==> src/rtl/tinynpu_layer_seq_if.sv <==
// tinynpu_layer_seq_if: host-load, FIFO, MAC and result-port signals of the layer sequencer.
// With TINYNPU_PERF_EN defined, the perf_cycles / perf_mac counters are carried as well.
interface tinynpu_layer_seq_if #(
  parameter int unsigned SIZE       = 4,
  parameter int unsigned MAX_LAYERS = 8
);
  localparam int unsigned SELW = $clog2(SIZE);
  localparam int unsigned OSW  = $clog2(SIZE) + 1;
  localparam int unsigned LW   = $clog2(MAX_LAYERS) + 1;

  // Host / datapath status into the sequencer
  logic            start;
  logic [LW-1:0]   cfg_layers;
  logic            x_load_val;
  logic            w_load_val;
  logic [SELW-1:0] w_load_sel;
  logic            load_done;
  logic            x_fifo_empty;
  logic [SIZE-1:0] w_fifo_empty;
  logic            out_rdy;

  // Sequencer controls out to the datapath and host
  logic            x_sel;
  logic            x_fifo_wen;
  logic [SIZE-1:0] w_fifo_wen;
  logic            istream_val;
  logic            x_fifo_ren;
  logic            w_fifo_ren;
  logic            ostream_req;
  logic [OSW-1:0]  ostream_sel;
  logic            mac_rst;
  logic            z_out_sel;
  logic            out_val;
  logic            busy;
  logic            done;
  logic [LW-1:0]   layer_idx;
  logic [2:0]      trace_state;
`ifdef TINYNPU_PERF_EN
  logic [31:0]     perf_cycles;
  logic [31:0]     perf_mac;
`endif

  // Sequencer side
  modport master (
    input  start, cfg_layers, x_load_val, w_load_val, w_load_sel, load_done,
           x_fifo_empty, w_fifo_empty, out_rdy,
`ifdef TINYNPU_PERF_EN
    output perf_cycles, perf_mac,
`endif
    output x_sel, x_fifo_wen, w_fifo_wen, istream_val, x_fifo_ren, w_fifo_ren,
           ostream_req, ostream_sel, mac_rst, z_out_sel, out_val, busy, done,
           layer_idx, trace_state
  );

  // Host / datapath side
  modport slave (
    output start, cfg_layers, x_load_val, w_load_val, w_load_sel, load_done,
           x_fifo_empty, w_fifo_empty, out_rdy,
`ifdef TINYNPU_PERF_EN
    input  perf_cycles, perf_mac,
`endif
    input  x_sel, x_fifo_wen, w_fifo_wen, istream_val, x_fifo_ren, w_fifo_ren,
           ostream_req, ostream_sel, mac_rst, z_out_sel, out_val, busy, done,
           layer_idx, trace_state
  );
endinterface

==> src/rtl/tinynpu_layer_seq.sv <==
// tinynpu_layer_seq: multi-layer LOAD -> MAC -> DRAIN -> FEED ... -> OUT sequencer for TinyNPU.
// Each non-final layer's MAC outputs are written back into the x FIFO as the next layer's input;
// after the final layer SIZE results leave through a valid/ready port.
// Optional macro TINYNPU_PERF_EN adds saturating perf_cycles / perf_mac counters.
module tinynpu_layer_seq #(
  parameter int unsigned SIZE       = 4,
  parameter int unsigned MAC_LAT    = 3,
  parameter int unsigned MAX_LAYERS = 8
) (
  input  logic                clk,
  input  logic                rst,
  tinynpu_layer_seq_if.master bus
);
  localparam int unsigned SELW = $clog2(SIZE);
  localparam int unsigned OSW  = $clog2(SIZE) + 1;
  localparam int unsigned LW   = $clog2(MAX_LAYERS) + 1;
  localparam int unsigned LATW = $clog2(MAC_LAT + 1);

  localparam logic [2:0] S_IDLE  = 3'd0;
  localparam logic [2:0] S_LOAD  = 3'd1;
  localparam logic [2:0] S_MAC   = 3'd2;
  localparam logic [2:0] S_DRAIN = 3'd3;
  localparam logic [2:0] S_FEED  = 3'd4;
  localparam logic [2:0] S_OUT   = 3'd5;

  logic [2:0]      state, state_nxt;
  logic [LW-1:0]   layer_idx_q, layer_idx_nxt;
  logic [LW-1:0]   layers_q, layers_nxt;
  logic [LATW-1:0] lat_cnt, lat_cnt_nxt;
  logic [OSW-1:0]  sel_cnt, sel_cnt_nxt;

  logic            empty_c;
  logic            start_acc_c;
  logic            last_layer_c;
  logic            lat_last_c;
  logic            sel_end_c;
  logic [LW-1:0]   cfg_clamped_c;

  logic            x_sel_c;
  logic            x_fifo_wen_c;
  logic [SIZE-1:0] w_fifo_wen_c;
  logic            istream_val_c;
  logic            ostream_req_c;
  logic            mac_rst_c;
  logic            z_out_sel_c;
  logic            out_val_c;
  logic            done_c;

  // Datapath is drained only when the x FIFO and every w lane are empty
  assign empty_c      = bus.x_fifo_empty & (&bus.w_fifo_empty);
  assign last_layer_c = (layer_idx_q >= (layers_q - LW'(1)));
  assign lat_last_c   = (lat_cnt == LATW'(MAC_LAT - 1));
  assign sel_end_c    = (sel_cnt == OSW'(SIZE));

  // Layer count: 0 means a single layer, anything above MAX_LAYERS saturates
  always_comb begin
    cfg_clamped_c = bus.cfg_layers;
    if (bus.cfg_layers == '0) begin
      cfg_clamped_c = LW'(1);
    end else if (bus.cfg_layers > LW'(MAX_LAYERS)) begin
      cfg_clamped_c = LW'(MAX_LAYERS);
    end
  end

  // Next-state and counter update logic
  always_comb begin
    state_nxt     = state;
    layer_idx_nxt = layer_idx_q;
    layers_nxt    = layers_q;
    lat_cnt_nxt   = lat_cnt;
    sel_cnt_nxt   = sel_cnt;
    start_acc_c   = 1'b0;
    case (state)
      S_IDLE: begin
        if (bus.start) begin
          start_acc_c   = 1'b1;
          state_nxt     = S_LOAD;
          layer_idx_nxt = '0;
          layers_nxt    = cfg_clamped_c;
          lat_cnt_nxt   = '0;
          sel_cnt_nxt   = '0;
        end
      end
      S_LOAD: begin
        if (bus.load_done) begin
          state_nxt = S_MAC;
        end
      end
      S_MAC: begin
        if (empty_c) begin
          state_nxt = S_DRAIN;
        end
      end
      S_DRAIN: begin
        if (lat_last_c) begin
          lat_cnt_nxt = '0;
          sel_cnt_nxt = '0;
          state_nxt   = last_layer_c ? S_OUT : S_FEED;
        end else begin
          lat_cnt_nxt = lat_cnt + LATW'(1);
        end
      end
      S_FEED: begin
        if (sel_end_c) begin
          sel_cnt_nxt   = '0;
          layer_idx_nxt = layer_idx_q + LW'(1);
          state_nxt     = S_LOAD;
        end else begin
          sel_cnt_nxt = sel_cnt + OSW'(1);
        end
      end
      S_OUT: begin
        if (sel_end_c) begin
          sel_cnt_nxt   = '0;
          layer_idx_nxt = '0;
          state_nxt     = S_IDLE;
        end else if (bus.out_rdy) begin
          sel_cnt_nxt = sel_cnt + OSW'(1);
        end
      end
      default: begin
        state_nxt     = S_IDLE;
        layer_idx_nxt = '0;
        layers_nxt    = '0;
        lat_cnt_nxt   = '0;
        sel_cnt_nxt   = '0;
      end
    endcase
  end

  // State and counter registers; reset abandons any job in flight
  always_ff @(posedge clk) begin
    if (rst) begin
      state       <= S_IDLE;
      layer_idx_q <= '0;
      layers_q    <= '0;
      lat_cnt     <= '0;
      sel_cnt     <= '0;
    end else begin
      state       <= state_nxt;
      layer_idx_q <= layer_idx_nxt;
      layers_q    <= layers_nxt;
      lat_cnt     <= lat_cnt_nxt;
      sel_cnt     <= sel_cnt_nxt;
    end
  end

  // Control outputs decoded from state and counters
  always_comb begin
    x_sel_c       = 1'b0;
    x_fifo_wen_c  = 1'b0;
    w_fifo_wen_c  = '0;
    istream_val_c = 1'b0;
    ostream_req_c = 1'b0;
    mac_rst_c     = 1'b0;
    z_out_sel_c   = 1'b0;
    out_val_c     = 1'b0;
    done_c        = 1'b0;
    case (state)
      S_LOAD: begin
        // Only the first layer takes x from the host; later layers use fed-back results
        x_fifo_wen_c = bus.x_load_val & (layer_idx_q == '0);
        for (int i = 0; i < int'(SIZE); i++) begin
          w_fifo_wen_c[i] = bus.w_load_val & (bus.w_load_sel == SELW'(i));
        end
      end
      S_MAC: begin
        istream_val_c = ~empty_c;
      end
      S_DRAIN: begin
        ostream_req_c = lat_last_c;
      end
      S_FEED: begin
        x_sel_c = 1'b1;
        if (sel_end_c) begin
          mac_rst_c = 1'b1;
        end else begin
          x_fifo_wen_c = 1'b1;
        end
      end
      S_OUT: begin
        z_out_sel_c = 1'b1;
        if (sel_end_c) begin
          mac_rst_c = 1'b1;
          done_c    = 1'b1;
        end else begin
          out_val_c = 1'b1;
        end
      end
      default: begin
        x_sel_c = 1'b0;
      end
    endcase
  end

  assign bus.x_sel       = x_sel_c;
  assign bus.x_fifo_wen  = x_fifo_wen_c;
  assign bus.w_fifo_wen  = w_fifo_wen_c;
  assign bus.istream_val = istream_val_c;
  assign bus.x_fifo_ren  = istream_val_c;
  assign bus.w_fifo_ren  = istream_val_c;
  assign bus.ostream_req = ostream_req_c;
  assign bus.ostream_sel = sel_cnt;
  assign bus.mac_rst     = mac_rst_c;
  assign bus.z_out_sel   = z_out_sel_c;
  assign bus.out_val     = out_val_c;
  assign bus.busy        = (state != S_IDLE);
  assign bus.done        = done_c;
  assign bus.layer_idx   = layer_idx_q;
  assign bus.trace_state = state;

`ifdef TINYNPU_PERF_EN
  logic [31:0] perf_cycles_q;
  logic [31:0] perf_mac_q;

  // Saturating job counters: cleared on start accept, held after done
  always_ff @(posedge clk) begin
    if (rst) begin
      perf_cycles_q <= '0;
      perf_mac_q    <= '0;
    end else if (start_acc_c) begin
      perf_cycles_q <= '0;
      perf_mac_q    <= '0;
    end else begin
      if ((state != S_IDLE) && (perf_cycles_q != '1)) begin
        perf_cycles_q <= perf_cycles_q + 32'd1;
      end
      if (istream_val_c && (perf_mac_q != '1)) begin
        perf_mac_q <= perf_mac_q + 32'd1;
      end
    end
  end

  assign bus.perf_cycles = perf_cycles_q;
  assign bus.perf_mac    = perf_mac_q;
`endif

endmodule
==> src/flat_wrapper.sv <==
// flat-port wrapper written by rule: the top's interface ports become plain ports
module tinynpu_layer_seq_flat 
#(
  parameter int unsigned SIZE       = 4,
  parameter int unsigned MAC_LAT    = 3,
  parameter int unsigned MAX_LAYERS = 8
)
  (clk, rst, bus_start, bus_cfg_layers, bus_x_load_val, bus_w_load_val, bus_w_load_sel, bus_load_done, bus_x_fifo_empty, bus_w_fifo_empty, bus_out_rdy, bus_x_sel, bus_x_fifo_wen, bus_w_fifo_wen, bus_istream_val, bus_x_fifo_ren, bus_w_fifo_ren, bus_ostream_req, bus_ostream_sel, bus_mac_rst, bus_z_out_sel, bus_out_val, bus_busy, bus_done, bus_layer_idx, bus_trace_state);
  tinynpu_layer_seq_if #(.SIZE(SIZE), .MAX_LAYERS(MAX_LAYERS)) bus_i ();
  input  logic clk;
  input  logic rst;
  input wire logic [$bits(bus_i.start)-1:0] bus_start;
  input wire logic [$bits(bus_i.cfg_layers)-1:0] bus_cfg_layers;
  input wire logic [$bits(bus_i.x_load_val)-1:0] bus_x_load_val;
  input wire logic [$bits(bus_i.w_load_val)-1:0] bus_w_load_val;
  input wire logic [$bits(bus_i.w_load_sel)-1:0] bus_w_load_sel;
  input wire logic [$bits(bus_i.load_done)-1:0] bus_load_done;
  input wire logic [$bits(bus_i.x_fifo_empty)-1:0] bus_x_fifo_empty;
  input wire logic [$bits(bus_i.w_fifo_empty)-1:0] bus_w_fifo_empty;
  input wire logic [$bits(bus_i.out_rdy)-1:0] bus_out_rdy;
  output wire logic [$bits(bus_i.x_sel)-1:0] bus_x_sel;
  output wire logic [$bits(bus_i.x_fifo_wen)-1:0] bus_x_fifo_wen;
  output wire logic [$bits(bus_i.w_fifo_wen)-1:0] bus_w_fifo_wen;
  output wire logic [$bits(bus_i.istream_val)-1:0] bus_istream_val;
  output wire logic [$bits(bus_i.x_fifo_ren)-1:0] bus_x_fifo_ren;
  output wire logic [$bits(bus_i.w_fifo_ren)-1:0] bus_w_fifo_ren;
  output wire logic [$bits(bus_i.ostream_req)-1:0] bus_ostream_req;
  output wire logic [$bits(bus_i.ostream_sel)-1:0] bus_ostream_sel;
  output wire logic [$bits(bus_i.mac_rst)-1:0] bus_mac_rst;
  output wire logic [$bits(bus_i.z_out_sel)-1:0] bus_z_out_sel;
  output wire logic [$bits(bus_i.out_val)-1:0] bus_out_val;
  output wire logic [$bits(bus_i.busy)-1:0] bus_busy;
  output wire logic [$bits(bus_i.done)-1:0] bus_done;
  output wire logic [$bits(bus_i.layer_idx)-1:0] bus_layer_idx;
  output wire logic [$bits(bus_i.trace_state)-1:0] bus_trace_state;
  assign bus_i.start = bus_start;
  assign bus_i.cfg_layers = bus_cfg_layers;
  assign bus_i.x_load_val = bus_x_load_val;
  assign bus_i.w_load_val = bus_w_load_val;
  assign bus_i.w_load_sel = bus_w_load_sel;
  assign bus_i.load_done = bus_load_done;
  assign bus_i.x_fifo_empty = bus_x_fifo_empty;
  assign bus_i.w_fifo_empty = bus_w_fifo_empty;
  assign bus_i.out_rdy = bus_out_rdy;
  assign bus_x_sel = bus_i.x_sel;
  assign bus_x_fifo_wen = bus_i.x_fifo_wen;
  assign bus_w_fifo_wen = bus_i.w_fifo_wen;
  assign bus_istream_val = bus_i.istream_val;
  assign bus_x_fifo_ren = bus_i.x_fifo_ren;
  assign bus_w_fifo_ren = bus_i.w_fifo_ren;
  assign bus_ostream_req = bus_i.ostream_req;
  assign bus_ostream_sel = bus_i.ostream_sel;
  assign bus_mac_rst = bus_i.mac_rst;
  assign bus_z_out_sel = bus_i.z_out_sel;
  assign bus_out_val = bus_i.out_val;
  assign bus_busy = bus_i.busy;
  assign bus_done = bus_i.done;
  assign bus_layer_idx = bus_i.layer_idx;
  assign bus_trace_state = bus_i.trace_state;
  tinynpu_layer_seq #(.SIZE(SIZE), .MAC_LAT(MAC_LAT), .MAX_LAYERS(MAX_LAYERS)) u_core (.clk(clk), .rst(rst), .bus(bus_i));
endmodule
==> config.mk <==
export PLATFORM = sky130hd
export DESIGN_NAME = tinynpu_layer_seq_flat
export DESIGN_NICKNAME = d
export VERILOG_FILES = /design/src/rtl/tinynpu_layer_seq_if.sv /design/src/rtl/tinynpu_layer_seq.sv /design/src/flat_wrapper.sv
export SDC_FILE = /design/constraint.sdc
export NUM_CORES = 1
export LEC_CHECK = 0
export ABC_AREA = 1
export BUFFER_PORTS_ARGS = -buffer_cell sky130_fd_sc_hd__buf_2
export CAP_MARGIN = 20
export CORE_UTILIZATION = 49
export DETAILED_ROUTE_END_ITERATION = 7
export PLACE_DENSITY = 0.85
export REMOVE_ABC_BUFFERS = 1
export SLEW_MARGIN = 20
export SYNTH_ARGS = -nofsm -noshare
export SYNTH_HDL_FRONTEND = slang
export SYNTH_SLANG_ARGS = --single-unit
==> constraint.sdc <==
create_clock -name clk -period 1.75 [get_ports clk]
set_clock_uncertainty 0.1 [all_clocks]
set_input_delay 0.175 -clock clk [delete_from_list [all_inputs] [get_ports clk]]
set_output_delay 0.175 -clock clk [all_outputs]
set_load 0.05 [all_outputs]
* After elaboration in Yosys (flattened, before gate mapping) *
Cells that the tools add are included.

cells by class
  add/subtract/negate cells = 4
  order comparisons = 2
  eq/ne operators = 17
  mux-type cells = 36
  bitwise operators = 11
  reductions and logical operators = 16

operator list
  operator               count
  $mux W3                11
  $mux W4                7
  $pmux W3 S6            1
  $pmux W4 S4            1
  $pmux W3 S5            1
  $reduce_and A4 Y1      3
  $mux W1                10
  $eq A3 B3 Y1 const B   3
  $logic_not A4 Y1       2
  $ne A2 B1 Y1 const B   4
  $pmux W4 S2            1
  $and A1 B1 Y1          6
  $eq A2 B2 Y1 const B   3
  $eq A3 B2 Y1 const B   2
  $pmux W2 S3            1
  $reduce_and A6 Y1      1
  $not A1 Y1             5
  $reduce_or A5 Y1       1
  $add A4 B1 Y4 const B  1
  $ge A4 B4 Y1           1
  $gt A4 B4 Y1 const B   1
  $mux W2                2
  $ne A2 B2 Y1 const B   2
  $reduce_and A2 Y1      2
  other kinds (13)       14

word-level totals
  register bits = 16
  input bits = 18

* Depth between registers and ports, before layout *
  depth in word-level cells = 5
  mapped depth = 12
  depth with buffers taken out = 12

* Least setup slack after synthesis *
Ideal clock, no wire load.

  path kind = reg-to-output
  start = reg u_core.state[0] (netlist: u_core.bus.trace_state[0])
  end = out bus_w_fifo_wen[2]
  data arrival time = 2.440 ns
  data required time = 1.475 ns
  setup slack = -0.965 ns
  cell stages (with the launch flop) = 3
  buffers on the path = 0
  cells stage by stage = dfxtp_1 -> nand3_2 -> nor4_1

on the way
  cells in the longest elaborated chain, start to end = 2

RTL lines
  item                    RTL line                  source
  from (decl)             tinynpu_layer_seq.sv:26   logic [2:0] state, state_nxt;
  from (signal assigned)  tinynpu_layer_seq.sv:140  state <= state_nxt;
  $eq A3 B1 Y1            tinynpu_layer_seq.sv:159  case (state)
  $mux W4                 tinynpu_layer_seq.sv:159
  to (decl)               flat_wrapper.sv:23        output wire logic [$bits(bus_i.w_fifo_wen)-1:0] bus_w_fifo_wen;

Every way passes these cells.

* Worst setup path after layout *
  start = reg u_core.state[0] (netlist: u_core.bus.trace_state[0])
  end = out bus_ostream_req

on the way
  cells in the longest elaborated chain, start to end = 2

RTL lines
  item          RTL line                  source
  $eq A3 B2 Y1  tinynpu_layer_seq.sv:159
  $mux W1       tinynpu_layer_seq.sv:159
  to (decl)     flat_wrapper.sv:27        output wire logic [$bits(bus_i.ostream_req)-1:0] bus_ostream_req;

Every way passes these cells.

==> summary.txt <==
Worst setup path
  – Setup crit end kind: output port
  – Bufs and invs on worst path: 2
  – CP startpoint kind: flop
  – Worst stage delay on the critical path: around 0.44 ns
  – Crit path required time: 1.47 ns
  – Crit Path Max Fanout: 6
  – Cell family with most CP delay: flip-flops
  – Setup CP Type: flop to output port
  – WP data arrival: approximately 1.4 ns
  – Slowest CP cell: dfxtp_2
  – Worst path cell trace: nand2_1, nor2_4, inv_2, nor2_1, buf_4

Clocking
  – Longest Clk Path Bufs: 2
  – Clock Latency Late Sink: 0.28 ns
  – CTS tree: yes
  – Reg clk slew, reported paths: ~0.09 ns
  – CTS Buf Count: 3
  – # H-tree levels: 1
  – CTS Hold Bufs: 0
  – Clock Tree Root: clkbuf_4
  – Clock Sink Count: 16

Detailed routing
  – Antenna viol nets, final: 0
  – Residual DRC: 0
  – Via density: 5.06
  – Routed WL per cell: between 10 and 15 um
  – Post-Route WL: around 2800 um
  – Via count: roughly 1200
  – DRT iter0 DRCs: 26
  – Initial DRT Pass Iterations: 8

Timing
  – RSZ-0062 raised after global routing: yes
  – Worst-Margin Slew: approximately 0.25 ns
  – Worst relative slew slack: 0.834
  – Final period util: 0.969
  – Worst hold margin: between 0.04 and 0.05 ns
  – Max Slew Vio Count: 0
  – Period minus WS final: around 1.7 ns
  – Worst setup margin: 0.0541 ns
  – Hold Fails Final Rpt: 0
  – Final setup viols: 0
  – Fmax achieved: 0.590 GHz

Finish
  – Final instance count without filler cells: 246
  – Filler cell count in the final layout: 206
  – Final #Nets: around 250
  – Area Growth Syn to Fin: 33.6%
  – Share of layout cells above drive strength 1: 0.422
  – Seq. cell area: ~330 um2
  – ANT cells: 0
  – Footprint of the multi-input gates: roughly 790 um2

Synth
  – Cell taking the most area after synthesis: dfxtp_1
  – Post-synthesis sequential area ratio: 0.274
  – Synthesized area per cell: ~6.8 um2
  – Flops & latches, synth: 16
  – Post-synth cell types: 28
  – Yosys warnings: 0
  – Top post-synthesis cells by area: dfxtp_1 27%, nand2_1 10%, ha_1 9.6%
  – Mapped Cells: around 170
  – Post-synth EDFFs: 0
  – Post-synth ARST share: 0
  – Synth top cells by count: 31 x nand2_1, 24 x inv_1, 21 x nor2_1
  – Cell with the most instances after synthesis: nand2_1
  – Top FF cell, synth: dfxtp_1
  – Post-synth top area share: 0.274
  – Mapped Area: 1170 um2

GRT
  – Initial antenna violation count: 0
  – Total track usage: 0.224
  – Vias in the first global route: around 1100
  – Largest net degree at the start of global routing: 10
  – Grt ovf: 0
  – First-pass GRT wire length: 4400 um

Power
  – Static Leak: approximately 0.76 nW
  – Worst VDD drop: 1.18 mV
  – Final Power: roughly 0.0026 W
  – Pwr dens: 1640 nW/um2

Floorplan
  – Top Ports: 43
  – Area of the die: around 2600 um2
  – Die Y: 50.8 um
  – Die Width: approximately 51 um
  – Core Area: ~2200 um2
  – FP Rows: 17
  – Initial Util: 0.523

Placed design
  – DPL Wire Length: approximately 2100 um
  – Place WS: 0.0674 ns
  – GPL Wtd Cong: 0.827
  – Port Buf Inserts: 42
  – Placed cells: 240

Hold path
  – Hold Path Class: primary input to flop

Status
  – Run status: completed

Job
  – Max Cap Violations: 0
## final timing paths
check | start | endpoint | slack, ns | depth (start not counted)
max | u_core.bus.trace_state[0] | bus_ostream_req | 0.05 | 5
max reg2reg | u_core.layers_q[1] | u_core.bus.trace_state[0] | 0.07 | 12
min reg2reg | u_core.lat_cnt[0] | u_core.lat_cnt[0] | 0.39 | 2
min | bus_cfg_layers[1] | u_core.layers_q[1] | 0.04 | 3
## layout by cell type, fill, tap and decap left out
| cell type | count |
|---|---|
| nand3_4 | 2 |
| dfxtp_1 | 9 |
| nand4_1 | 3 |
| ha_1 | 7 |
| nand2_4 | 2 |
| nand4_2 | 1 |
| o21ai_1 | 5 |
| a21oi_2 | 2 |
| nor4_2 | 2 |
| o21ai_0 | 2 |
| o21ai_2 | 1 |
| buf_2 | 30 |
| dfxtp_2 | 7 |
| clkbuf_4 | 5 |
| inv_2 | 7 |
| a211oi_1 | 1 |
| buf_4 | 12 |
| ha_4 | 1 |
| buf_6 | 1 |
| a21oi_1 | 12 |
| xnor2_1 | 1 |
| inv_1 | 22 |
| ha_2 | 1 |
| inv_4 | 2 |
| xnor2_2 | 1 |
| nand2_1 | 30 |
| nor3_2 | 1 |
| nand3_1 | 8 |
| nor3_1 | 6 |
| nor2_4 | 3 |
| nor2_2 | 4 |
| nor2_1 | 20 |
| nand3_2 | 2 |
| nand2_2 | 4 |
| o22ai_4 | 1 |
## registers in the layout, summed over array words and instances, names as in the netlist
signal and cells:
u_core.bus.layer_idx 4, u_core.bus.trace_state 3, u_core.lat_cnt 2, u_core.layers_q 4, u_core.bus.ostream_sel 3
## per-layer routing
layer | wire [um] | track usage | vias up
met1 | 1220 | 0.248 | 568
met3 | 103 | 0.0536 | 2
met2 | 1490 | 0.436 | 26
li1 | - | - | 649
met5 | 0 | 0 | -
met4 | 13 | 0.0278 | 0
## final cells by class
type / instances / area share
clock buffer: 3 / 0.0144
inverter: 31 / 0.0777
multi-input combinational: 123 / 0.504
sequential: 16 / 0.211
tap: 28 / 0.0224
timing repair buffer: 45 / 0.171
## report_power, final
| group | internal [W] | switching [W] |
|---|---|---|
| combinational | 0.000590 | 0.00118 |
| sequential | 0.000472 | 0.000122 |
| clock | 0.0000799 | 0.000117 |
## worst reg2reg max path, cell delays in order (launching register included)
cell     delay [ns]
dfxtp_2        0.36
inv_2          0.05
ha_4           0.16
xnor2_2        0.14
ha_1           0.32
nand2_1        0.08
inv_1          0.04
nand2_1        0.05
nand3_1        0.06
nand2_1        0.06
nand3_1        0.06
nand2_1        0.07
a21oi_2        0.04
## cell families (layout without fill, tap and decap cells)
family | after synthesis | in the layout | synth area share
buf+inv | 34 | 79 | 0.118
xor+xnor | 2 | 2 | 0.0150
fa+ha+maj | 9 | 9 | 0.0964
simple gates | 88 | 88 | 0.381
flops | 16 | 16 | 0.274
compound gates | 24 | 24 | 0.116
## what timing repair did
action / in CTS / in global routing
endpoints found under the hold margin: 0 / 0
buffers inserted: 1 / 2
endpoints found under the setup margin: 6 / 14
pin swaps: 2 / 4
gates cloned: 0 / 0
resized for setup: 10 / 32
## through the flow
step           TNS (ns)  utilization  instance area, um2
4_1_cts        -0.00733        0.650                1450
2_1_floorplan    -12.97            -                1150
3_3_place_gp          0        0.625                1400
6_report              0        0.699                1560
3_5_place_dp          0        0.625                1400
5_1_grt         -0.0394        0.699                1560
Note: power is estimated with default switching activity, not from simulation.
